### src/rtl/gcd_operand_demux.sv
// gcd_operand_demux: loads operand pairs A/B from one valid/ready bus and launches the GCD controller
// Ports: clk, rst_n (sync, active low); in_data/in_valid/in_ready operand input bus;
//        a_out/b_out registered operands; load_sel 0=A next, 1=B next; start launch pulse;
//        busy high from start until done_in; done_in controller finished; zero_err rejected pair pulse;
//        pair_count number of launched pairs (wraps).
module gcd_operand_demux #(
  parameter int WIDTH = 16,
  parameter int CNT_W = 8
) (
  input  logic             clk,
  input  logic             rst_n,
  input  logic [WIDTH-1:0] in_data,
  input  logic             in_valid,
  output logic             in_ready,
  output logic [WIDTH-1:0] a_out,
  output logic [WIDTH-1:0] b_out,
  output logic             load_sel,
  output logic             start,
  output logic             busy,
  input  logic             done_in,
  output logic             zero_err,
  output logic [CNT_W-1:0] pair_count
);
  typedef enum logic [1:0] {LOAD_A, LOAD_B, CHECK, RUN} state_t;
  state_t state, state_nx;
  logic xfer, zero;
  always_comb begin
    in_ready = (state == LOAD_A) || (state == LOAD_B);
    load_sel = state == LOAD_B;
    xfer     = in_valid && in_ready;
    zero     = (a_out == '0) || (b_out == '0);
    start    = (state == CHECK) && !zero;
    zero_err = (state == CHECK) && zero;
    busy     = (state == RUN) || start;
    state_nx = state;
    case (state)
      LOAD_A: state_nx = xfer ? LOAD_B : LOAD_A;
      LOAD_B: state_nx = xfer ? CHECK : LOAD_B;
      CHECK:  state_nx = zero ? LOAD_A : RUN;
      RUN:    state_nx = done_in ? LOAD_A : RUN;
      default: state_nx = LOAD_A;
    endcase
  end
  always_ff @(posedge clk) begin
    if (!rst_n) begin
      state      <= LOAD_A;
      a_out      <= '0;
      b_out      <= '0;
      pair_count <= '0;
    end else begin
      state <= state_nx;
      if (xfer && !load_sel) a_out <= in_data;
      if (xfer && load_sel) b_out <= in_data;
      if (start) pair_count <= pair_count + CNT_W'(1);
    end
  end
endmodule

### config.mk
export PLATFORM = sky130hd
export DESIGN_NAME = gcd_operand_demux
export DESIGN_NICKNAME = d
export VERILOG_FILES = /design/src/rtl/gcd_operand_demux.sv
export SDC_FILE = /design/constraint.sdc
export NUM_CORES = 1
export LEC_CHECK = 0
export ABC_AREA = 1
export BUFFER_PORTS_ARGS = -buffer_cell sky130_fd_sc_hd__buf_4
export CORE_ASPECT_RATIO = 1.4
export CORE_MARGIN = 4
export CORE_UTILIZATION = 40
export DETAILED_ROUTE_END_ITERATION = 7
export HOLD_SLACK_MARGIN = 0.08
export PLACE_DENSITY = 0.66
export SLEW_MARGIN = 25
export SYNTH_ARGS = -nofsm -noshare
export SYNTH_HDL_FRONTEND = slang
export SYNTH_SLANG_ARGS = --single-unit
### constraint.sdc
create_clock -name clk -period 2.5 [get_ports clk]
set_clock_uncertainty 0.1 [all_clocks]
set_input_delay 0.75 -clock clk [delete_from_list [all_inputs] [get_ports clk]]
set_output_delay 0.75 -clock clk [all_outputs]
set_load 0.1 [all_outputs]
==> results by group <==
STA
  – Finish-stage setup viols: 0
  – Final hold viol count: 0
  – Final period util: 0.957
  – Max-slew violations: 0
  – Normalized max-slew margin: 0.765
  – Minimum clock period: 2.39 ns
  – Achievable Freq: 418 MHz
  – Slew @ Worst Pin: 0.352 ns
  – Worst Slack Setup Final: 0.108 ns
  – RSZ-0062 raised after global routing: true

Drt
  – DR vias/cell: 4.79
  – Final ANT Viol Nets: 0
  – DRT Pass-1 Iters: 4
  – Initial drt markers: 82
  – DRC viols: 0
  – WL final: 4920 um
  – Via count: 1834
  – Detailed-route wire length per cell: 12.8 um

GRT
  – First-pass GRT wire length: 7730 um
  – GR Overflow Total: 0
  – Largest net degree at the start of global routing: 23
  – Initial antenna violation count: 0
  – Vias in the first global route: 1679
  – Total GRT Usage: 0.175

CTS
  – Root buf cell: clkbuf_8
  – Cts hold-fix bufs: 0
  – Later-pin clock latency in the skew report: 0.28 ns
  – Clock sinks: 42
  – H-tree depth: 2
  – Clock transition at the registers of the reported paths: 0.08 ns
  – Max Root-Sink Buffers: 2
  – CTS tree: built
  – CTS Buf Count: 5

Setup path
  – Worst setup path category: flip-flop to primary output
  – Setup slack, reg-to-reg: 0.83 ns
  – R2R Path End: b_out[6]
  – Worst Reg-to-Reg Cells: 6
  – CP arrival: 1.54 ns
  – Peak fanout along the critical path: 8
  – Worst Setup Start Kind: flip-flop
  – CP required: 1.65 ns
  – Reg2Reg Launch Point: state[0]
  – Worst Setup End Kind: primary output

Final layout
  – Layout Utilization: 0.587
  – Most frequent cells in the layout: buf_4 (68), nor2_1 (58), nand2_1 (44)
  – Most common cell after layout, fill and taps aside: buf_4
  – Antenna fix cells: 0
  – Syn-to-layout area delta: 38.6%
  – NumNets Final: 343
  – Fillers: 462
  – Layout cells sized above 1: 0.378

Min path
  – Hold depth: 2
  – Worst hold endpoint: b_out[12]
  – Min-delay worst type: flip-flop to flip-flop
  – Min-delay src: b_out[12]

Job
  – Maxcap violations: 0

Floorplan
  – Starting Density: 0.423
  – Area of the core: 0.00434 mm^2
  – Die area: 0.00576 mm^2
  – Row cnt: 28
  – Die W: 65.3 um
  – I/O Pins: 65
  – DIE HEIGHT: 88.2 um

Power
  – PD cells: 778 mW/mm^2
  – Leakage: 1.14 nW
  – Worst IR Drop VDD: 506 uV

Placement
  – RD Place Congestion: 0.783
  – DP Worst Slack: 0.308 ns
  – # port buffers: 64
  – Post-DP HPWL: 3840 um

Synth
  – Synthesized Nets: 277
  – Warnings from Yosys: 0
  – Avg Synthesized Cell Area: 7.18 um^2
  – Seq/Total Area, Yosys: 0.457
  – Syn Std Cell Area: 0.00184 mm^2
  – Synthesized flop and latch total: 42
  – Mapped Cells: 256
  – Post-synth cell types: 21

Outcome
  – Status: complete, no violations
==> layer usage <==
metal | wire length, um | vias to the layer above | share of wire | track usage
met3 | 247 | 6 | 0.050 | 0.0407
met5 | 0 | - | 0 | 0
li1 | - | 956 | - | -
met1 | 1950 | 821 | 0.40 | 0.193
met2 | 2650 | 51 | 0.54 | 0.328
met4 | 65 | 0 | 0.013 | 0.0566
==> report_power, final <==
part           switching (mW)  internal (mW)
logic                   0.557          0.160
registers              0.0398          0.727
clock network           0.222          0.279
==> flip-flops by register name (all words and copies together), names as in the netlist <==
name and cells:
a_out 16, b_out 16, pair_count 8, state 2
==> worst max-delay path, stage by stage (launching register included) <==
cell	delay, ns
dfxtp_1	0.44
inv_2	0.11
nor2_4	0.20
nand3_4	0.14
clkinvlp_4	0.08
buf_4	0.27
==> how the worst max path moves through the flow <==
stage	slack, ns	start	end
6_report	0.11	state[1]	start
5_1_grt	-0.04	b_out[7]	start
4_1_cts	0.06	a_out[4]	start
3_5_place_dp	0.31	state[1]	busy
3_3_place_gp	0.32	a_out[3]	start
2_1_floorplan	-0.21	b_out[10]	zero_err
==> kinds of logic (layout without fill, tap and decap cells) <==
group / after synthesis / count (layout) / synth area share
simple gates: 136 / 136 / 0.324
fa+ha+maj: 1 / 1 / 0.00680
compound gates: 46 / 46 / 0.127
buf+inv: 28 / 95 / 0.0707
xor+xnor: 3 / 3 / 0.0143
flops: 42 / 42 / 0.457
==> cells in the mapped netlist <==
| cell | n | area share |
|---|---|---|
| a21boi_0 | 1 | 0.0041 |
| buf_6 | 2 | 0.012 |
| buf_1 | 1 | 0.0020 |
| nor2_4 | 2 | 0.012 |
| a21oi_1 | 23 | 0.063 |
| nand3_4 | 1 | 0.0095 |
| inv_2 | 3 | 0.0061 |
| buf_2 | 2 | 0.0054 |
| xor2_1 | 3 | 0.014 |
| buf_4 | 2 | 0.0082 |
| nor2_1 | 58 | 0.12 |
| clkbuf_1 | 4 | 0.0082 |
| ha_1 | 1 | 0.0068 |
| nand2_1 | 44 | 0.090 |
| nand4_1 | 6 | 0.020 |
| inv_1 | 14 | 0.029 |
| dfxtp_1 | 42 | 0.46 |
| nand3b_1 | 3 | 0.012 |
| nand2_2 | 3 | 0.010 |
| o21ai_0 | 22 | 0.060 |
| nand3_1 | 19 | 0.052 |
==> layout make-up <==
cell class | instances | area (um^2) | area share
clock buffer | 8 | 110 | 0.0432
timing repair buffer | 70 | 533 | 0.209
sequential | 42 | 881 | 0.345
inverter | 17 | 67.6 | 0.0265
multi-input combinational | 186 | 883 | 0.346
tap | 60 | 75.1 | 0.0294
==> per-stage QoR <==
step | cells | cell area, um^2 | power [mW] | TNS [ns] | hold slack (ns)
floorplan | 256 | 1900 | 1.34 | -0.211 | 0.527
detailed placement | 372 | 2410 | 1.50 | 0 | 0.362
global placement | 372 | 2410 | 1.49 | 0 | 0.357
global route | 383 | 2550 | 2.07 | -0.0361 | 0.390
CTS | 381 | 2530 | 2.00 | 0 | 0.373
finish | 383 | 2550 | 1.98 | 0 | 0.372
==> timing repair <==
action                                  CTS  global route
endpoints found under the setup margin    2             3
pin swaps                                 1             1
resized for setup                         0             2
buffers inserted                          1             2
No activity file was read; power rests on OpenSTA's default activity.
